===== src/rtl/svm_det_pkg.sv =====
// svm_det_pkg: shared constants and types for the
// SVM detection aggregator.
package svm_det_pkg;

    localparam int SW_W_D   = 11;
    localparam int FEA_W_D  = 16;
    localparam int SW_N_D   = 1080;
    localparam int DEPTH_D  = 16;
    localparam int CNT_W_D  = 8;
    localparam int HOLD_W_D = 4;
    localparam int ENT_W    = SW_W_D + FEA_W_D;

    typedef enum logic {
        IDLE = 1'b0,
        ON   = 1'b1
    } led_st_e;

endpackage


===== src/rtl/svm_det_agg_if.sv =====
// svm_det_agg_if: detection readout handshake
// (show-ahead head entry, valid/ready).
interface svm_det_agg_if
    import svm_det_pkg::*;
#(
    parameter int SW_W  = SW_W_D,
    parameter int FEA_W = FEA_W_D
);

    logic             det_valid;
    logic             det_ready;
    logic [SW_W-1:0]  det_sw_id;
    logic [FEA_W-1:0] det_score;

    modport master (
        output det_valid,
        output det_sw_id,
        output det_score,
        input  det_ready
    );

    modport slave (
        input  det_valid,
        input  det_sw_id,
        input  det_score,
        output det_ready
    );

endinterface


===== src/rtl/svm_det_agg_fifo.sv =====
// det_fifo: synchronous FIFO with wrap-bit pointers
// and a registered show-ahead head.
module det_fifo
    import svm_det_pkg::*;
#(
    parameter int W     = ENT_W,
    parameter int DEPTH = DEPTH_D
) (
    input  logic         clk,
    input  logic         rst,
    input  logic         push,
    input  logic [W-1:0] din,
    input  logic         pop,
    output logic         out_valid,
    output logic [W-1:0] dout,
    output logic         drop
);

    localparam int AW = $clog2(DEPTH);

    logic [W-1:0] mem [DEPTH];
    logic [AW:0]  wr_ptr;
    logic [AW:0]  rd_ptr;
    logic [AW:0]  wr_nxt;
    logic [AW:0]  rd_nxt;
    logic         empty;
    logic         full;
    logic         push_ok;
    logic         pop_ok;
    logic [W-1:0] head_nxt;

    always_comb begin
        empty   = wr_ptr == rd_ptr;
        full    = (wr_ptr[AW] != rd_ptr[AW]) &&
                  (wr_ptr[AW-1:0] == rd_ptr[AW-1:0]);
        pop_ok  = pop && !empty;
        push_ok = push && (!full || pop_ok);
        drop    = push && !push_ok;
        wr_nxt  = wr_ptr + {{AW{1'b0}}, push_ok};
        rd_nxt  = rd_ptr + {{AW{1'b0}}, pop_ok};
        // new head is the incoming word when it lands in the head slot
        if (push_ok && (rd_nxt == wr_ptr)) begin
            head_nxt = din;
        end else begin
            head_nxt = mem[rd_nxt[AW-1:0]];
        end
    end

    always_ff @(posedge clk or posedge rst) begin
        if (rst) begin
            wr_ptr    <= '0;
            rd_ptr    <= '0;
            out_valid <= 1'b0;
            dout      <= '0;
        end else begin
            wr_ptr    <= wr_nxt;
            rd_ptr    <= rd_nxt;
            out_valid <= wr_nxt != rd_nxt;
            if (wr_nxt != rd_nxt) begin
                dout <= head_nxt;
            end
        end
    end

    always_ff @(posedge clk) begin
        if (push_ok) begin
            mem[wr_ptr[AW-1:0]] <= din;
        end
    end

endmodule


===== src/rtl/svm_det_agg.sv =====
// svm_det_agg: thresholds SVM results, queues detections,
// counts them per frame and drives a held LED.
module svm_det_agg
    import svm_det_pkg::*;
#(
    parameter int SW_W   = SW_W_D,
    parameter int FEA_W  = FEA_W_D,
    parameter int SW_N   = SW_N_D,
    parameter int DEPTH  = DEPTH_D,
    parameter int CNT_W  = CNT_W_D,
    parameter int HOLD_W = HOLD_W_D
) (
    input  logic              clk,
    input  logic              rst,
    input  logic              i_valid,
    input  logic              is_person,
    input  logic [SW_W-1:0]   sw_id,
    input  logic [FEA_W-1:0]  score,
    input  logic [FEA_W-1:0]  thr,
    input  logic              thr_load,
    input  logic [HOLD_W-1:0] hold_fr,
    svm_det_agg_if.master     det,
    output logic              frame_done,
    output logic [CNT_W-1:0]  frame_cnt,
    output logic              overflow,
    output logic              led
);

    localparam logic [SW_W-1:0] LAST = SW_W'(SW_N - 1);

    logic [FEA_W-1:0]      thr_r;
    logic [CNT_W-1:0]      cur_cnt;
    logic [CNT_W-1:0]      cnt_nxt;
    logic [HOLD_W-1:0]     hold;
    logic [HOLD_W-1:0]     hold_nxt;
    led_st_e               state;
    led_st_e               state_nxt;
    logic                  in_rng;
    logic                  det_hit;
    logic                  frame_end;
    logic                  pop;
    logic                  drop;
    logic                  hit_load;
    logic                  hit_zero;
    logic                  miss_on;
    logic [SW_W+FEA_W-1:0] head;

    always_comb begin
        in_rng    = i_valid && (32'(sw_id) < 32'(SW_N));
        det_hit   = in_rng && is_person &&
                    ($signed(score) > $signed(thr_r));
        frame_end = in_rng && (sw_id == LAST);
        pop       = det.det_valid && det.det_ready;
        cnt_nxt   = cur_cnt;
        if (det_hit && (cur_cnt != '1)) begin
            cnt_nxt = cur_cnt + CNT_W'(1);
        end
    end

    det_fifo #(
        .W     (SW_W + FEA_W),
        .DEPTH (DEPTH)
    ) u_fifo (
        .clk       (clk),
        .rst       (rst),
        .push      (det_hit),
        .din       ({sw_id, score}),
        .pop       (pop),
        .out_valid (det.det_valid),
        .dout      (head),
        .drop      (drop)
    );

    assign det.det_sw_id = head[FEA_W +: SW_W];
    assign det.det_score = head[FEA_W-1:0];

    always_ff @(posedge clk or posedge rst) begin
        if (rst) begin
            thr_r      <= '0;
            cur_cnt    <= '0;
            frame_cnt  <= '0;
            frame_done <= 1'b0;
            overflow   <= 1'b0;
        end else begin
            if (thr_load) begin
                thr_r <= thr;
            end
            frame_done <= frame_end;
            // a drop on the closing window carries into the next frame
            if (frame_end) begin
                frame_cnt <= cnt_nxt;
                cur_cnt   <= '0;
                overflow  <= drop;
            end else begin
                cur_cnt  <= cnt_nxt;
                overflow <= overflow | drop;
            end
        end
    end

    always_ff @(posedge clk or posedge rst) begin
        if (rst) begin
            state <= IDLE;
            hold  <= '0;
            led   <= 1'b0;
        end else begin
            state <= state_nxt;
            hold  <= hold_nxt;
            led   <= state_nxt == ON;
        end
    end

    always_comb begin
        state_nxt = state;
        hold_nxt  = hold;
        hit_load  = (cnt_nxt != '0) && (hold_fr != '0);
        hit_zero  = (cnt_nxt != '0) && (hold_fr == '0);
        miss_on   = (cnt_nxt == '0) && (state == ON);
        if (frame_end) begin
            unique case (1'b1)
                hit_load: begin
                    state_nxt = ON;
                    hold_nxt  = hold_fr;
                end
                hit_zero: begin
                    state_nxt = IDLE;
                    hold_nxt  = '0;
                end
                miss_on: begin
                    hold_nxt = hold - HOLD_W'(1);
                    if (hold == HOLD_W'(1)) begin
                        state_nxt = IDLE;
                    end
                end
                default: begin
                    state_nxt = state;
                end
            endcase
        end
    end

endmodule


===== src/flat_wrapper.sv =====
// flat-port wrapper written by rule: the top's interface ports become plain ports
module svm_det_agg_flat import svm_det_pkg::*;
#(
    parameter int SW_W   = SW_W_D,
    parameter int FEA_W  = FEA_W_D,
    parameter int SW_N   = SW_N_D,
    parameter int DEPTH  = DEPTH_D,
    parameter int CNT_W  = CNT_W_D,
    parameter int HOLD_W = HOLD_W_D
)
  (clk, rst, i_valid, is_person, sw_id, score, thr, thr_load, hold_fr, frame_done, frame_cnt, overflow, led, det_det_valid, det_det_sw_id, det_det_score, det_det_ready);
  svm_det_agg_if #(.SW_W(SW_W), .FEA_W(FEA_W)) det_i ();
  input  logic clk;
  input  logic rst;
  input  logic i_valid;
  input  logic is_person;
  input  logic [SW_W-1:0] sw_id;
  input  logic [FEA_W-1:0] score;
  input  logic [FEA_W-1:0] thr;
  input  logic thr_load;
  input  logic [HOLD_W-1:0] hold_fr;
  output logic frame_done;
  output logic [CNT_W-1:0] frame_cnt;
  output logic overflow;
  output logic led;
  output wire logic [$bits(det_i.det_valid)-1:0] det_det_valid;
  output wire logic [$bits(det_i.det_sw_id)-1:0] det_det_sw_id;
  output wire logic [$bits(det_i.det_score)-1:0] det_det_score;
  input wire logic [$bits(det_i.det_ready)-1:0] det_det_ready;
  assign det_det_valid = det_i.det_valid;
  assign det_det_sw_id = det_i.det_sw_id;
  assign det_det_score = det_i.det_score;
  assign det_i.det_ready = det_det_ready;
  svm_det_agg #(.SW_W(SW_W), .FEA_W(FEA_W), .SW_N(SW_N), .DEPTH(DEPTH), .CNT_W(CNT_W), .HOLD_W(HOLD_W)) u_core (.clk(clk), .rst(rst), .i_valid(i_valid), .is_person(is_person), .sw_id(sw_id), .score(score), .thr(thr), .thr_load(thr_load), .hold_fr(hold_fr), .det(det_i), .frame_done(frame_done), .frame_cnt(frame_cnt), .overflow(overflow), .led(led));
endmodule

===== config.mk =====
export PLATFORM = sky130hd
export DESIGN_NAME = svm_det_agg_flat
export DESIGN_NICKNAME = d
export VERILOG_FILES = /design/src/rtl/svm_det_pkg.sv /design/src/rtl/svm_det_agg_if.sv /design/src/rtl/svm_det_agg_fifo.sv /design/src/rtl/svm_det_agg.sv /design/src/flat_wrapper.sv
export SDC_FILE = /design/constraint.sdc
export NUM_CORES = 1
export LEC_CHECK = 0
export ABC_AREA = 1
export CELL_PAD_IN_SITES_DETAIL_PLACEMENT = 1
export CELL_PAD_IN_SITES_GLOBAL_PLACEMENT = 1
export CORE_MARGIN = 3
export CORE_UTILIZATION = 30
export DETAILED_ROUTE_END_ITERATION = 16
export GPL_TIMING_DRIVEN = 0
export PLACE_DENSITY = 0.5
export SYNTH_ARGS = -nofsm -noshare
export SYNTH_HDL_FRONTEND = slang
export SYNTH_SLANG_ARGS = --single-unit

===== constraint.sdc =====
create_clock -name clk -period 5 [get_ports clk]
set_clock_uncertainty 0.05 [all_clocks]
set_input_delay 1.5 -clock clk [delete_from_list [all_inputs] [get_ports clk]]
set_output_delay 1.5 -clock clk [all_outputs]
set_load 0.02 [all_outputs]

== Word-level counts from Yosys, hierarchy flattened ==
Memories as Yosys holds them, arrays and structs flattened.
Index checks and enable logic that the tools add are counted.
W data, S select, Z words.
Storage, ports and cells
  bits of input ports: 53
  register bits: 77
  memories: 1
  logic and storage cells: 62
  bits in writable memories: 432
Memories
  u_core.u_fifo.mem: words 16, bits a word 27, read ports 1, clocked after Yosys merged registers in 0, write ports 1, RTL line svm_det_agg_fifo.sv:21  | logic [W-1:0] mem [DEPTH];
Cells by class
  add/sub/neg operators: 4
  muxes and demuxes: 9
  reduce and logical (&&, ||, !) cells: 25
  equality and inequality tests: 9
  $lt $le $gt $ge: 2
  bitwise operators: 1
Operators with widths (count)
  $mux W27: 1
  $gt A16 B16 Y1: 1
  $mux W8: 2
  $logic_and A1 B1 Y1: 14
  $pmux W4 S3: 1
  $eq A11 B11 Y1 const B: 1
  $lt A11 B11 Y1 const B: 1
  $add A5 B1 Y5: 2
  $eq A5 B5 Y1: 2
  $add A8 B1 Y8 const B: 1
  $logic_not A8 Y1: 1
  $ne A8 B8 Y1 const B: 1
  $reduce_bool A8 Y1: 1
  $ne A5 B5 Y1: 1
  $eq A4 B1 Y1 const B: 1
  $eq A4 B4 Y1: 1
  $logic_not A4 Y1: 1
  $mux W1: 4
  $reduce_bool A4 Y1: 1
  $sub A4 B1 Y4 const B: 1
  $logic_not A1 Y1: 3
  $pmux W1 S3: 1
  $reduce_and A3 Y1: 1
  $reduce_bool A3 Y1: 1
  other kinds (5): 5

== Logic depth before layout (Yosys ltp) ==
Gate-level depths: netlist of run 1.
  depth after elaboration: 10
  depth in mapped cells: 24
  gate-level depth less buffers: 24

== Cells and area by module ==
Synthesis of run 1 repeated with hierarchy kept, for this count alone.
Second synthesis, totals
  cell total of the unflattened synthesis: 2528
  area, all modules: 23864.1 sq um
By module, submodules not included
  det_fifo: times used 1, area each 21421.8 sq um, seq. area each 13923.4 sq um, cells an instance 2214
  svm_det_agg: times used 1, area each 2442.3 sq um, seq. area each 975.9 sq um, cells an instance 314

== Least setup slack after synthesis of run 1 ==
Ideal clock, no wire load.
  path kind: input-to-reg
  start: input port score[15]
  end: memory u_core.u_fifo.mem[6][0] in the netlist's numbering, enable pin
  arrival: 4.851 ns
  data required time: 4.505 ns
  cell stages on the path: 11
  library setup time: 0.445 ns
  slack: -0.346 ns
  path buffers: 1
  cell sequence: ha_1 nand2_1 nor2_1 and2_1 nand2_1 a21oi_2 buf_6 nand2_2 a21oi_4 nand3_1 nor3_1
Between the ends
  word-level cells in the longest chain between the ends: 5
Ends and longest elaborated chain
  start, declared: RTL line flat_wrapper.sv:18  | input logic [FEA_W-1:0] score;
  $gt A16 B16 Y1: RTL line svm_det_agg.sv:51  | ($signed(score) > $signed(thr_r));
  $logic_and A1 B1 Y1: RTL line svm_det_agg.sv:50  | det_hit = in_rng && is_person &&
  $logic_and A1 B1 Y1: RTL line svm_det_agg_fifo.sv:37  | push_ok = push && (!full || pop_ok);
  $mux W1: RTL line svm_det_agg_fifo.sv:66  | if (push_ok) begin
  $mux W1 (implied by the code): RTL line svm_det_agg_fifo.sv:67  | mem[wr_ptr[AW-1:0]] <= din;
  end, declared: RTL line svm_det_agg_fifo.sv:21
No other way between the ends.

== Final worst setup path of run 1 ==
  start: input port det_det_ready
  end: register u_core.u_fifo.dout[22]
Between the ends
  word-level cells in the longest chain between the ends: 6
Ends and longest elaborated chain
  start, declared: RTL line flat_wrapper.sv:29  | input wire logic [$bits(det_i.det_ready)-1:0] det_det_ready;
  $logic_and A1 B1 Y1 (*): RTL line svm_det_agg.sv:53  | pop = det.det_valid && det.det_ready;
  $logic_and A1 B1 Y1 (*): RTL line svm_det_agg_fifo.sv:36  | pop_ok = pop && !empty;
  $add A5 B1 Y5 (*): RTL line svm_det_agg_fifo.sv:40  | rd_nxt = rd_ptr + {{AW{1'b0}}, pop_ok};
  via u_core.u_fifo.rd_nxt[1]: RTL line svm_det_agg_fifo.sv:25  | logic [AW:0] rd_nxt;
  parallel branches: the longest is 3 deep, another holds $mem_v2 Z16 W27
  end signal, assigned: RTL line svm_det_agg_fifo.sv:60  | dout <= head_nxt;
  end, declared: RTL line svm_det_agg_fifo.sv:15  | output logic [W-1:0] dout,
Mark *: on every way through the listed nets, which the timed path passes.
A chain may end at the register's enable or synchronous reset.

==> impl_metrics.xml, run 1 <==
<?xml version="1.0" encoding="UTF-8"?>
<metrics>
  <group name="setup_path">
    <metric name="critical_path_class" unit="">in -&gt; reg</metric>
    <metric name="ff2ff_path_depth" unit="">17</metric>
    <metric name="cp_data_required_time" unit="ns">5.45</metric>
    <metric name="crit_path_end_kind" unit="">register</metric>
    <metric name="worst_r2r_startpoint" unit="">u_core.u_fifo.wr_ptr[1]</metric>
    <metric name="worstSetupStartpoint" unit="">det_det_ready</metric>
    <metric name="reg2reg_slack" unit="ns">0.26</metric>
    <metric name="cpMaxStageDelayCell" unit="">sky130_fd_sc_hd__clkdlybuf4s15_1</metric>
    <metric name="arrival" unit="ns">5.25</metric>
    <metric name="cpPeakStageDelay" unit="ns">0.71</metric>
    <metric name="reg2reg_to" unit="">u_core.u_fifo.dout[22]</metric>
    <metric name="critPathMaxFanout" unit="">10</metric>
    <metric name="worst_setup_path_start_kind" unit="">primary input</metric>
    <metric name="cp_cell_sequence" unit="">clkdlybuf4s50_1 -&gt; nand3_1 -&gt; inv_2 -&gt; ha_1 -&gt; ha_1 -&gt; clkdlybuf4s15_1 -&gt; clkbuf_1 -&gt; a21oi_1 -&gt; o21ai_0 -&gt; o21ai_0 -&gt; o211ai_1 -&gt; nand3_2 -&gt; o211ai_2 -&gt; o21ai_2</metric>
  </group>
  <group name="cts">
    <metric name="cts.sinks" unit="">509</metric>
    <metric name="cts-root-to-sink-buffers" unit="">3</metric>
    <metric name="h-tree-depth" unit="">2</metric>
    <metric name="ctsRootBufferMaster" unit="">sky130_fd_sc_hd__clkbuf_16</metric>
    <metric name="tritoncts" unit="">done</metric>
    <metric name="worst_setup_hold_path_clk_slew" unit="ns">0.06</metric>
    <metric name="worstSkewPairLatency" unit="ns">0.61</metric>
    <metric name="cts_buffers" unit="">57</metric>
  </group>
  <group name="hold_path">
    <metric name="worst_hold_path.num_cells" unit="">2</metric>
    <metric name="timing.hold.worst.class" unit="">reg -&gt; reg</metric>
    <metric name="holdPathEnd" unit="">u_core.frame_cnt[1]</metric>
    <metric name="timing.hold.worst.start" unit="">u_core.frame_cnt[1]</metric>
  </group>
  <group name="logic_synthesis">
    <metric name="post_synth_num_cell_types" unit="">47</metric>
    <metric name="postSynthNetCount" unit="">1731</metric>
    <metric name="synthesis_stage_register_bit_count" unit="">509</metric>
    <metric name="synth_area_leaders" unit="">sky130_fd_sc_hd__edfxtp_1, sky130_fd_sc_hd__dfrtp_1, sky130_fd_sc_hd__mux2i_1</metric>
    <metric name="netlist_instances" unit="">1655</metric>
    <metric name="ys_seq_area_share" unit="%">68.1</metric>
    <metric name="synth_warnings" unit="">0</metric>
    <metric name="synth.largest_area_cell" unit="">sky130_fd_sc_hd__edfxtp_1</metric>
    <metric name="post_synth.cell_area_avg" unit="um2">13.2</metric>
    <metric name="netlist.area_leader.share" unit="%">59.3</metric>
    <metric name="syn_area" unit="um2">21900</metric>
  </group>
  <group name="die">
    <metric name="die_width" unit="um">276</metric>
    <metric name="floorplan.initialDensity" unit="%">30.4</metric>
    <metric name="fp-row-count" unit="">98</metric>
    <metric name="coreArea" unit="um2">71900</metric>
    <metric name="io-pin-count" unit="">92</metric>
    <metric name="die_height" unit="um">276</metric>
    <metric name="die_area" unit="um2">76200</metric>
  </group>
  <group name="power">
    <metric name="worst_ir_drop_vdd" unit="V">0.000311</metric>
    <metric name="power" unit="uW">18000</metric>
    <metric name="p_per_area" unit="nW/um2">682</metric>
    <metric name="leakagePower" unit="uW">0.00974</metric>
  </group>
  <group name="global_route">
    <metric name="grt_start_max_net_pins" unit="">44</metric>
    <metric name="groute.usage.overall" unit="%">18.0</metric>
    <metric name="number_of_global_route_vias_before_repair" unit="">14900</metric>
    <metric name="wire_length_of_the_first_global_routing_pass" unit="um">102000</metric>
    <metric name="grt_overflow" unit="">0</metric>
    <metric name="antenna_violations_before_repair" unit="">1</metric>
  </group>
  <group name="sta">
    <metric name="finalCriticalPeriod" unit="ns">4.80</metric>
    <metric name="fin_tns_setup" unit="ns">0</metric>
    <metric name="finalMaxSlewViolations" unit="">0</metric>
    <metric name="worst-slew-pin-transition" unit="ns">1.03</metric>
    <metric name="finalHoldViolations" unit="">0</metric>
    <metric name="worst_slew_margin_rel" unit="%">31.1</metric>
    <metric name="max_freq" unit="MHz">208</metric>
    <metric name="fin_worst_hold_slack" unit="ns">0.439</metric>
    <metric name="finalCritPeriodShare" unit="%">96.0</metric>
    <metric name="finalSetupViolCount" unit="">0</metric>
    <metric name="rsz0062_at_grt" unit="">no</metric>
  </group>
  <group name="route">
    <metric name="route.vias.total" unit="">13900</metric>
    <metric name="firstDrtPassIters" unit="">5</metric>
    <metric name="drt.antenna.violating_nets" unit="">0</metric>
    <metric name="routed_via_density" unit="">4.92</metric>
    <metric name="average_wire_per_cell_in_the_routed_design" unit="um">24.4</metric>
    <metric name="drt_wl_total" unit="um">69200</metric>
    <metric name="drt_iter0_drc" unit="">1000</metric>
    <metric name="drc_errors" unit="">0</metric>
  </group>
  <group name="layout">
    <metric name="layout.cell_area.non_filler" unit="um2">26300</metric>
    <metric name="area_delta_synth_final" unit="%">20.4</metric>
    <metric name="post_route_cells_drive_above_1_share" unit="%">14.6</metric>
    <metric name="final_net_count" unit="">1909</metric>
    <metric name="layout.core_utilization" unit="%">36.7</metric>
  </group>
  <group name="run">
    <metric name="maxCapViolations" unit="">0</metric>
  </group>
  <group name="place">
    <metric name="placed_area" unit="um2">24500</metric>
    <metric name="gp_congestion" unit="">0.770</metric>
    <metric name="dpl.hpwl" unit="um">47000</metric>
    <metric name="count_of_buffers_from_port_buffering" unit="">91</metric>
  </group>
  <group name="outcome">
    <metric name="outcome" unit="">complete, no violations</metric>
  </group>
</metrics>
## where the power goes
| group | internal [uW] | switching, uW | total [uW] |
|---|---|---|---|
| logic | 2830 | 5800 | 8630 |
| clock network | 2540 | 1720 | 4260 |
| registers | 4900 | 172 | 5070 |
## cell usage in the layout (no fill, tap or decap), types with 4 or more instances in the layout
| cell type | count |
|---|---|
| sky130_fd_sc_hd__xnor2_1 | 5 |
| sky130_fd_sc_hd__nand3_1 | 67 |
| sky130_fd_sc_hd__ha_1 | 23 |
| sky130_fd_sc_hd__clkinv_1 | 12 |
| sky130_fd_sc_hd__buf_6 | 14 |
| sky130_fd_sc_hd__nor2_1 | 17 |
| sky130_fd_sc_hd__clkdlybuf4s50_1 | 67 |
| sky130_fd_sc_hd__nand3_2 | 25 |
| sky130_fd_sc_hd__o21ai_1 | 6 |
| sky130_fd_sc_hd__clkbuf_16 | 58 |
| sky130_fd_sc_hd__edfxtp_1 | 432 |
| sky130_fd_sc_hd__nor2_4 | 14 |
| sky130_fd_sc_hd__clkinv_2 | 7 |
| sky130_fd_sc_hd__buf_8 | 5 |
| sky130_fd_sc_hd__buf_12 | 12 |
| sky130_fd_sc_hd__xor2_1 | 18 |
| sky130_fd_sc_hd__o21ai_2 | 23 |
| sky130_fd_sc_hd__buf_1 | 8 |
| sky130_fd_sc_hd__clkbuf_8 | 4 |
| sky130_fd_sc_hd__o211ai_1 | 109 |
| sky130_fd_sc_hd__o211ai_2 | 27 |
| sky130_fd_sc_hd__dfrtp_1 | 77 |
| sky130_fd_sc_hd__nor3_1 | 5 |
| sky130_fd_sc_hd__buf_2 | 33 |
| sky130_fd_sc_hd__nand4_1 | 14 |
| sky130_fd_sc_hd__inv_2 | 4 |
| sky130_fd_sc_hd__o21ai_0 | 144 |
| sky130_fd_sc_hd__bufinv_16 | 7 |
| sky130_fd_sc_hd__a21oi_1 | 112 |
| sky130_fd_sc_hd__clkbuf_1 | 73 |
| sky130_fd_sc_hd__mux2i_1 | 108 |
| sky130_fd_sc_hd__inv_1 | 193 |
| sky130_fd_sc_hd__nand2_1 | 108 |
| sky130_fd_sc_hd__buf_4 | 9 |
| sky130_fd_sc_hd__nor3_2 | 4 |
## critical path, delay by kind of cell
family	cells	cell delay, ns
buf+inv	4	1.70
compound gates	6	1.15
fa+ha+maj	2	0.57
simple gates	2	0.30
## area by class of cell
class / count / area (um2)
antenna: 1 / 2.50
buffer: 95 / 478
tap: 950 / 1190
timing repair buffer: 119 / 1250
multi-input combinational: 851 / 5900
inverter: 200 / 753
clock buffer: 79 / 1570
fill: 7674 / 45500
clock inverter: 26 / 308
sequential: 509 / 14900
## worst max path at each step
stage	to	slack, ns	depth (start not counted)
2_1_floorplan	u_core.u_fifo.mem[6][0]	-0.35	11
3_3_place_gp	u_core.u_fifo.mem[7][8]	-4.18	11
3_5_place_dp	u_core.u_fifo.dout[11]	-2.05	18
4_1_cts	u_core.u_fifo.dout[18]	0.03	21
5_1_grt	u_core.u_fifo.dout[0]	0.005	19
6_report	u_core.u_fifo.dout[22]	0.20	14
## per-stage QoR
step / setup WS [ns] / cells
after floorplan: -0.346 / 1655
after global placement: -4.18 / 2696
after detailed placement: -2.05 / 2721
after CTS: 0.0335 / 2829
after global routing: 0.00470 / 2829
final: 0.202 / 2830
## cell families after synthesis
| logic type | synth area share (%) |
|---|---|
| and+or+nand+nor | 6.37 |
| DFF | 68.1 |
| buffers and inverters | 5.52 |
| AOI/OAI and AO/OA | 12.6 |
| xor gates and xnor gates | 1.07 |
| adders and majority gates | 1.32 |
| muxes | 4.99 |
## synthesized netlist by cell type, drive strengths merged
master / n
xnor2: 5
clkbuf: 59
nor4: 2
nand2: 111
inv: 198
a21boi: 1
nand4: 14
nor4b: 1
edfxtp: 432
clkinv: 2
nor2: 33
a21o: 1
nand3: 93
mux2: 1
nor3b: 2
a2111oi: 1
and2: 1
dfrtp: 77
buf: 36
mux2i: 108
o21ai: 173
xor2: 20
a21oi: 114
or2: 1
o211ai: 137
ha: 23
nor3: 9
## timing repair
action | 4_1_cts | 5_1_grt
endpoints found under the hold margin | 0 | 0
setup buffers | 3 | 0
setup endpoints to repair | 461 | 40
hold buffers | 0 | 0
pin swaps | 1 | 0
resized for setup | 103 | 29
## layer usage
metal	global-route usage, %	vias to the layer above	routed length [um]
met4	4.14	0	1360
met2	31.0	232	34200
met3	2.54	85	2320
met5	0	-	0
met1	24.1	7210	31300
li1	-	6395	-
## sequential cells by signal (all words and copies together) (netlist names)
name and count:
u_core.cur_cnt 8, u_core.led 1, u_core.u_fifo.out_valid 1, u_core.u_fifo.wr_ptr 5, u_core.frame_done 1, u_core.u_fifo.dout 27
u_core.u_fifo.mem 432, u_core.u_fifo.rd_ptr 5, u_core.frame_cnt 8, u_core.hold 4, u_core.overflow 1, u_core.thr_r 16
No activity file was read; power rests on OpenSTA's default activity.
==> run 2: changes to the inputs <==
--- a/config.mk
+++ b/config.mk
@@ -10,6 +10,7 @@
 export CELL_PAD_IN_SITES_GLOBAL_PLACEMENT = 1
 export CORE_MARGIN = 3
 export CORE_UTILIZATION = 30
+export CTS_CLUSTER_SIZE = 12
 export DETAILED_ROUTE_END_ITERATION = 16
 export GPL_TIMING_DRIVEN = 0
 export PLACE_DENSITY = 0.5
==> run 2 against run 1 <==
Net effect:
- cell area shrank 0.46%
- worst setup slack gained 0.020 ns
- non-clock buffer count is the same
- first-iteration DRC count shrank 12%
- global-route usage is essentially flat
- worst hold slack lost 0.00065 ns
- via count is essentially flat
- core utilization shrank 0.17 points
- sequential power is essentially flat
- flip-flop and latch count is the same
- sequential share of layout area grew 0.26 points
- combinational power is essentially flat
- critical path type unchanged
- largest cell class unchanged
- largest power group unchanged
- highest routed layer unchanged
==> impl_metrics.xml, run 2 (synthesis gave the netlist of run 1 again) <==
<?xml version="1.0" encoding="UTF-8"?>
<metrics>
  <group name="power">
    <metric name="worst_ir_drop_vdd" unit="V">0.000362</metric>
    <metric name="power.share.clock" unit="%">22.5</metric>
    <metric name="power.net_switching" unit="uW">7680</metric>
    <metric name="sequentialPowerShare" unit="%">28.7</metric>
    <metric name="comb_power_share" unit="%">48.8</metric>
    <metric name="leakagePower" unit="uW">0.00969</metric>
    <metric name="sw_frac_of_total" unit="%">43.4</metric>
    <metric name="cell_internal_pwr" unit="uW">10000</metric>
    <metric name="p_per_area" unit="nW/um2">675</metric>
  </group>
  <group name="setup_path">
    <metric name="critPathMaxFanout" unit="">10</metric>
    <metric name="worstSetupStartpoint" unit="">det_det_ready</metric>
    <metric name="crit_path_end_kind" unit="">register</metric>
    <metric name="worst_r2r_startpoint" unit="">u_core.u_fifo.wr_ptr[1]</metric>
    <metric name="cpPeakStageDelay" unit="ns">0.71</metric>
    <metric name="cpMaxStageDelayCell" unit="">sky130_fd_sc_hd__clkdlybuf4s15_1</metric>
    <metric name="cp_data_required_time" unit="ns">5.43</metric>
    <metric name="arrival" unit="ns">5.21</metric>
    <metric name="cp_num_buf_inv" unit="">4</metric>
    <metric name="cpLargestDelayFamily" unit="">buffers and inverters</metric>
    <metric name="cp_cell_sequence" unit="">clkdlybuf4s50_1 -&gt; nand3_1 -&gt; inv_2 -&gt; ha_1 -&gt; ha_1 -&gt; clkdlybuf4s15_1 -&gt; clkbuf_1 -&gt; a21oi_1 -&gt; o21ai_0 -&gt; o21ai_0 -&gt; o211ai_1 -&gt; nand3_2 -&gt; o211ai_2 -&gt; o21ai_2</metric>
    <metric name="critical_path_class" unit="">in -&gt; reg</metric>
    <metric name="worst_setup_path_start_kind" unit="">primary input</metric>
  </group>
  <group name="global_route">
    <metric name="grt.met2_usage" unit="%">30.8</metric>
    <metric name="groute.usage.overall" unit="%">18.0</metric>
    <metric name="grt.met1_usage" unit="%">24.3</metric>
    <metric name="grt_overflow" unit="">0</metric>
    <metric name="busiest_layer" unit="">met2</metric>
    <metric name="grt_util_met3" unit="%">2.52</metric>
    <metric name="grt_start_max_net_pins" unit="">44</metric>
    <metric name="wire_length_of_the_first_global_routing_pass" unit="um">102000</metric>
    <metric name="antenna_violations_before_repair" unit="">1</metric>
    <metric name="number_of_global_route_vias_before_repair" unit="">14900</metric>
  </group>
  <group name="place">
    <metric name="gp_congestion" unit="">0.770</metric>
    <metric name="dpl.hpwl" unit="um">47000</metric>
    <metric name="dp_cells" unit="">2721</metric>
    <metric name="count_of_buffers_from_port_buffering" unit="">91</metric>
  </group>
  <group name="hold_path">
    <metric name="timing.hold.worst.start" unit="">u_core.frame_cnt[1]</metric>
    <metric name="timing.hold.worst.class" unit="">reg -&gt; reg</metric>
  </group>
  <group name="sta">
    <metric name="max_freq" unit="MHz">209</metric>
    <metric name="fin_tns_setup" unit="ns">0</metric>
    <metric name="rsz0062_at_grt" unit="">no</metric>
    <metric name="worst_slew_margin_rel" unit="%">30.1</metric>
    <metric name="finalHoldViolations" unit="">0</metric>
    <metric name="finalMaxSlewViolations" unit="">0</metric>
    <metric name="worst-slew-pin-transition" unit="ns">1.05</metric>
    <metric name="finalCritPeriodShare" unit="%">95.6</metric>
    <metric name="finalCriticalPeriod" unit="ns">4.78</metric>
    <metric name="finalSetupViolCount" unit="">0</metric>
    <metric name="fin_worst_hold_slack" unit="ns">0.439</metric>
  </group>
  <group name="route">
    <metric name="firstDrtPassIters" unit="">5</metric>
    <metric name="drt_wl_total" unit="um">69100</metric>
    <metric name="route.vias.total" unit="">13900</metric>
    <metric name="routed_via_density" unit="">4.91</metric>
    <metric name="average_wire_per_cell_in_the_routed_design" unit="um">24.4</metric>
    <metric name="drc_errors" unit="">0</metric>
    <metric name="drt_iter0_drc" unit="">877</metric>
    <metric name="drt.antenna.violating_nets" unit="">0</metric>
  </group>
  <group name="cts">
    <metric name="worstSkewPairLatency" unit="ns">0.60</metric>
    <metric name="cts-root-to-sink-buffers" unit="">3</metric>
    <metric name="worst_setup_hold_path_clk_slew" unit="ns">0.06</metric>
    <metric name="h-tree-depth" unit="">2</metric>
    <metric name="ctsRootBufferMaster" unit="">sky130_fd_sc_hd__clkbuf_16</metric>
    <metric name="cts.sinks" unit="">509</metric>
    <metric name="tritoncts" unit="">done</metric>
    <metric name="hold_buffers" unit="">0</metric>
    <metric name="cts_buffers" unit="">57</metric>
  </group>
  <group name="layout">
    <metric name="layout_common_cells" unit="">sky130_fd_sc_hd__edfxtp_1, sky130_fd_sc_hd__inv_1, sky130_fd_sc_hd__o21ai_0</metric>
    <metric name="post_route_insts_no_fill" unit="">2832</metric>
    <metric name="post_route_cells_drive_above_1_share" unit="%">14.6</metric>
    <metric name="area_delta_synth_final" unit="%">19.9</metric>
    <metric name="largest_register_ff_count" unit="">432</metric>
    <metric name="final_net_count" unit="">1909</metric>
    <metric name="layout.cells.most_common" unit="">sky130_fd_sc_hd__edfxtp_1</metric>
    <metric name="layout.core_utilization" unit="%">36.5</metric>
  </group>
  <group name="die">
    <metric name="fp-row-count" unit="">98</metric>
    <metric name="die_height" unit="um">276</metric>
    <metric name="die_width" unit="um">276</metric>
    <metric name="coreArea" unit="um2">71900</metric>
    <metric name="floorplan.initialDensity" unit="%">30.4</metric>
    <metric name="io-pin-count" unit="">92</metric>
    <metric name="die_area" unit="um2">76200</metric>
  </group>
  <group name="run">
    <metric name="maxCapViolations" unit="">0</metric>
  </group>
  <group name="outcome">
    <metric name="outcome" unit="">complete, no violations</metric>
  </group>
</metrics>
[run 2: cell type report]
type                    count  area (um2)
fillers                  7700       45600
diodes                      2        5.00
repair buffers            119        1250
multi-input cells         851        5900
inverters                 200         753
clock buffers              86        1630
clock inverters            20         133
flip-flops and latches    509       14900
plain buffers              95         478
well taps                 950        1190
[run 2: power by group through the flow]
stage / Combinational [uW] / Sequential [uW] / Clock (uW)
3_5_place_dp: 8740 / 5160 / 0
6_report: 8640 / 5080 / 3990
3_3_place_gp: 8590 / 5160 / 0
2_1_floorplan: 5260 / 5260 / 0
5_1_grt: 9450 / 5110 / 4280
4_1_cts: 8810 / 5080 / 4100
[run 2: final timing paths]
| path | end | slack, ns | depth (start not counted) |
|---|---|---|---|
| max | u_core.u_fifo.dout[20] | 0.22 | 14 |
| min | u_core.frame_cnt[1] | 0.44 | 2 |
| max reg2reg | u_core.u_fifo.dout[20] | 0.30 | 17 |
| min reg2reg | u_core.frame_cnt[1] | 0.44 | 2 |
| max in group asynchronous | u_core.u_fifo.dout[23] | 2.96 | 3 |
| min in group asynchronous | u_core.u_fifo.dout[15] | 1.29 | 2 |
[run 2: per-stage QoR]
step                power, uW  cell area [um2]  worst slack, ns
floorplan               10500            21900           -0.346
global placement        13800            24000            -4.18
detailed placement      13900            24500            -2.05
CTS                     18000            26300           0.0260
global route            18800            26200          0.00610
finish                  17700            26200            0.222
[run 2: timing repair]
item                       4_1_cts  5_1_grt
buffers inserted                 3        0
resized for setup              103       31
setup endpoints to repair      461       40
pin swaps                        1        0
[run 2: worst register-to-register path: stages, from the launching register on]
cell	delay [ns]
sky130_fd_sc_hd__dfrtp_1	0.39
sky130_fd_sc_hd__buf_6	0.15
sky130_fd_sc_hd__xor2_1	0.18
sky130_fd_sc_hd__nor4_4	0.41
sky130_fd_sc_hd__nand2_1	0.11
sky130_fd_sc_hd__nand3_1	0.11
sky130_fd_sc_hd__inv_2	0.05
sky130_fd_sc_hd__ha_1	0.21
sky130_fd_sc_hd__ha_1	0.37
sky130_fd_sc_hd__clkdlybuf4s15_1	0.71
sky130_fd_sc_hd__clkbuf_1	0.53
sky130_fd_sc_hd__a21oi_1	0.11
sky130_fd_sc_hd__o21ai_0	0.11
sky130_fd_sc_hd__o21ai_0	0.17
sky130_fd_sc_hd__o211ai_1	0.54
sky130_fd_sc_hd__nand3_2	0.20
sky130_fd_sc_hd__o211ai_2	0.11
sky130_fd_sc_hd__o21ai_2	0.07
[run 2: layer usage]
metal | wire [um] | up-vias
met2 | 34100 | 241
met3 | 2530 | 80
met1 | 31200 | 7208
met4 | 1250 | 0
li1 | - | 6389
met5 | 0 | -
==> run 3: changes to the inputs <==
--- a/config.mk
+++ b/config.mk
@@ -6,6 +6,7 @@
 export NUM_CORES = 1
 export LEC_CHECK = 0
 export ABC_AREA = 1
+export CAP_MARGIN = 25
 export CELL_PAD_IN_SITES_DETAIL_PLACEMENT = 1
 export CELL_PAD_IN_SITES_GLOBAL_PLACEMENT = 1
 export CORE_MARGIN = 3
@@ -13,7 +14,7 @@
 export CTS_CLUSTER_SIZE = 12
 export DETAILED_ROUTE_END_ITERATION = 16
 export GPL_TIMING_DRIVEN = 0
-export PLACE_DENSITY = 0.5
+export PLACE_DENSITY_LB_ADDON = 0.1
 export SYNTH_ARGS = -nofsm -noshare
 export SYNTH_HDL_FRONTEND = slang
 export SYNTH_SLANG_ARGS = --single-unit
==> run 3 against run 2 <==
Net effect:
- core utilization up 0.056 points
- cell count about the same
- cell area grew 0.15%
- worst hold slack worse by 0.0027 ns
- critical path type unchanged
- register-to-register slack gained 0.16 ns
- clock power is 2% lower
- global-route usage is 0.16 points higher
==> impl_metrics.xml, run 3 (synthesis gave the netlist of run 1 again) <==
<?xml version="1.0" encoding="UTF-8"?>
<metrics>
  <group name="hold_path">
    <metric name="worst_hold_path.num_cells" unit="">2</metric>
    <metric name="timing.hold.worst.start" unit="">u_core.frame_cnt[4]</metric>
    <metric name="holdPathEnd" unit="">u_core.frame_cnt[4]</metric>
    <metric name="timing.hold.worst.class" unit="">reg -&gt; reg</metric>
  </group>
  <group name="die">
    <metric name="fp-row-count" unit="">98</metric>
    <metric name="coreArea" unit="um2">71900</metric>
    <metric name="floorplan.initialDensity" unit="%">30.4</metric>
    <metric name="io-pin-count" unit="">92</metric>
    <metric name="die_width" unit="um">276</metric>
    <metric name="die_area" unit="um2">76200</metric>
    <metric name="die_height" unit="um">276</metric>
  </group>
  <group name="cts">
    <metric name="cts-root-to-sink-buffers" unit="">3</metric>
    <metric name="cts_buffers" unit="">58</metric>
    <metric name="worstSkewPairLatency" unit="ns">0.61</metric>
    <metric name="cts.sinks" unit="">509</metric>
    <metric name="tritoncts" unit="">done</metric>
    <metric name="ctsRootBufferMaster" unit="">sky130_fd_sc_hd__clkbuf_16</metric>
    <metric name="worst_setup_hold_path_clk_slew" unit="ns">0.06</metric>
    <metric name="h-tree-depth" unit="">2</metric>
    <metric name="hold_buffers" unit="">0</metric>
  </group>
  <group name="sta">
    <metric name="finalCriticalPeriod" unit="ns">4.79</metric>
    <metric name="finalCritPeriodShare" unit="%">95.9</metric>
    <metric name="worst_slew_margin_rel" unit="%">30.7</metric>
    <metric name="fin_worst_hold_slack" unit="ns">0.436</metric>
    <metric name="finalMaxSlewViolations" unit="">0</metric>
    <metric name="worst-slew-pin-transition" unit="ns">1.04</metric>
    <metric name="max_freq" unit="MHz">209</metric>
    <metric name="finalSetupViolCount" unit="">0</metric>
    <metric name="rsz0062_at_grt" unit="">no</metric>
    <metric name="finalHoldViolations" unit="">0</metric>
  </group>
  <group name="route">
    <metric name="routed_via_density" unit="">4.92</metric>
    <metric name="routedLengthMet1" unit="um">32100</metric>
    <metric name="drt_iter0_drc" unit="">744</metric>
    <metric name="drc_errors" unit="">0</metric>
    <metric name="drt.antenna.violating_nets" unit="">0</metric>
    <metric name="met2_length" unit="um">34300</metric>
    <metric name="route.vias.total" unit="">13900</metric>
    <metric name="detailroute.wirelength.met3" unit="um">2250</metric>
    <metric name="drt_wl_total" unit="um">70100</metric>
    <metric name="firstDrtPassIters" unit="">5</metric>
    <metric name="average_wire_per_cell_in_the_routed_design" unit="um">24.7</metric>
    <metric name="uppermost_signal_routing_layer_after_detailed_routing" unit="">met4</metric>
  </group>
  <group name="layout">
    <metric name="post_route_cells_drive_above_1_share" unit="%">14.5</metric>
    <metric name="post_route_insts_no_fill" unit="">2834</metric>
    <metric name="area_delta_synth_final" unit="%">20.1</metric>
    <metric name="layout.cells.most_common" unit="">sky130_fd_sc_hd__edfxtp_1</metric>
    <metric name="layout_common_cells" unit="">sky130_fd_sc_hd__edfxtp_1, sky130_fd_sc_hd__inv_1, sky130_fd_sc_hd__o21ai_0</metric>
    <metric name="final_net_count" unit="">1913</metric>
    <metric name="num_antenna_cells" unit="">0</metric>
    <metric name="largest_register_ff_count" unit="">432</metric>
    <metric name="fill_cells" unit="">7619</metric>
  </group>
  <group name="setup_path">
    <metric name="critPathMaxFanout" unit="">19</metric>
    <metric name="worst_r2r_startpoint" unit="">u_core.u_fifo.wr_ptr[1]</metric>
    <metric name="crit_path_end_kind" unit="">register</metric>
    <metric name="ff2ff_path_depth" unit="">18</metric>
    <metric name="reg2reg_to" unit="">u_core.u_fifo.dout[2]</metric>
    <metric name="arrival" unit="ns">5.24</metric>
    <metric name="critical_path_class" unit="">in -&gt; reg</metric>
    <metric name="worst_setup_path_start_kind" unit="">primary input</metric>
    <metric name="reg2reg_slack" unit="ns">0.46</metric>
    <metric name="cp_data_required_time" unit="ns">5.44</metric>
  </group>
  <group name="power">
    <metric name="leakagePower" unit="uW">0.00969</metric>
    <metric name="cell_internal_pwr" unit="uW">9930</metric>
    <metric name="sw_frac_of_total" unit="%">43.9</metric>
    <metric name="worst_ir_drop_vdd" unit="V">0.000315</metric>
    <metric name="power.share.clock" unit="%">22.2</metric>
    <metric name="p_per_area" unit="nW/um2">674</metric>
    <metric name="sequentialPowerShare" unit="%">28.6</metric>
    <metric name="comb_power_share" unit="%">49.2</metric>
    <metric name="power.net_switching" unit="uW">7780</metric>
  </group>
  <group name="place">
    <metric name="count_of_buffers_from_port_buffering" unit="">91</metric>
    <metric name="dpl.hpwl" unit="um">48500</metric>
    <metric name="gp_congestion" unit="">0.761</metric>
    <metric name="dp_cells" unit="">2723</metric>
  </group>
  <group name="global_route">
    <metric name="grt_start_max_net_pins" unit="">44</metric>
    <metric name="number_of_global_route_vias_before_repair" unit="">14800</metric>
    <metric name="grt_overflow" unit="">0</metric>
    <metric name="antenna_violations_before_repair" unit="">1</metric>
    <metric name="wire_length_of_the_first_global_routing_pass" unit="um">102000</metric>
    <metric name="groute.usage.overall" unit="%">18.1</metric>
  </group>
  <group name="run">
    <metric name="maxCapViolations" unit="">0</metric>
  </group>
  <group name="outcome">
    <metric name="outcome" unit="">complete, no violations</metric>
  </group>
</metrics>
## run 3: cell count changes in the layout (fill, tap and decap cells not counted), sizes merged
cell / delta
clkinv: +14
diode: -2
dlygate4sd2: +1
buf: -5
clkbuf: -8
clkinvlp: +2
## run 3: layer usage
metal,GRT usage [%],up-vias
met3,2.36,86
met4,4.59,0
met2,30.8,225
met5,0,-
li1,-,6386
met1,24.6,7250
## run 3: how the worst max path moves through the flow
| stage | startpoint | endpoint | slack, ns | cells past startpoint |
|---|---|---|---|---|
| after floorplan | score[15] | u_core.u_fifo.mem[6][0] | -0.35 | 11 |
| after global placement | sw_id[6] | u_core.u_fifo.mem[5][12] | -4.33 | 11 |
| after detailed placement | sw_id[7] | u_core.u_fifo.dout[2] | -2.03 | 18 |
| after CTS | score[14] | u_core.u_fifo.dout[5] | -0.04 | 20 |
| after global routing | score[3] | u_core.u_fifo.dout[0] | 0.004 | 23 |
| final | sw_id[4] | u_core.u_fifo.dout[0] | 0.21 | 20 |
## run 3: critical path, stage by stage
cell	delay [ns]
sky130_fd_sc_hd__clkdlybuf4s15_2	0.44
sky130_fd_sc_hd__nand3_1	0.21
sky130_fd_sc_hd__nand3_1	0.14
sky130_fd_sc_hd__a21boi_4	0.20
sky130_fd_sc_hd__buf_12	0.14
sky130_fd_sc_hd__nand3_1	0.11
sky130_fd_sc_hd__a21oi_4	0.16
sky130_fd_sc_hd__buf_12	0.13
sky130_fd_sc_hd__buf_6	0.13
sky130_fd_sc_hd__nand2_2	0.09
sky130_fd_sc_hd__a21oi_4	0.14
sky130_fd_sc_hd__ha_1	0.20
sky130_fd_sc_hd__ha_1	0.20
sky130_fd_sc_hd__xor2_1	0.23
sky130_fd_sc_hd__xor2_1	0.14
sky130_fd_sc_hd__a2111oi_4	0.27
sky130_fd_sc_hd__o211ai_4	0.28
sky130_fd_sc_hd__buf_8	0.25
sky130_fd_sc_hd__o211ai_2	0.14
sky130_fd_sc_hd__o21ai_2	0.08
## run 3: repair_timing
item / in CTS / in global routing
endpoints found under the setup margin: 461 / 64
gates resized for setup: 80 / 50
pin swaps: 2 / 1
buffers inserted: 3 / 1
## run 3: area by class of cell
class	instances	area, um2	area share, %
Clock buffer	71	1520	5.79
Clock inverter	36	200	0.762
Tap cell	950	1190	4.53
Multi-Input combinational cell	851	5900	22.4
Sequential cell	509	14900	56.7
Buffer	95	487	1.85
Inverter	200	753	2.87
Timing Repair Buffer	122	1320	5.03
## run 3: power by group through the flow
stage | sequential, uW | clock [uW] | combinational [uW]
floorplan | 5260 | 0 | 5260
global placement | 5150 | 0 | 8680
detailed placement | 5150 | 0 | 8850
CTS | 5060 | 4050 | 8890
global route | 5090 | 4210 | 9510
finish | 5060 | 3930 | 8720
## run 3: stage by stage
step                instance area [um2]  total power [uW]  setup TNS, ns  util, %  setup slack [ns]
global placement                  24000             13800       -1528.08     33.4             -4.33
floorplan                         21900             10500         -37.39        -            -0.346
global route                      26300             18800              0     36.6           0.00437
finish                            26300             17700              0     36.6             0.205
detailed placement                24500             14000        -556.99     34.1             -2.03
CTS                               26300             18000         -0.223     36.6           -0.0420
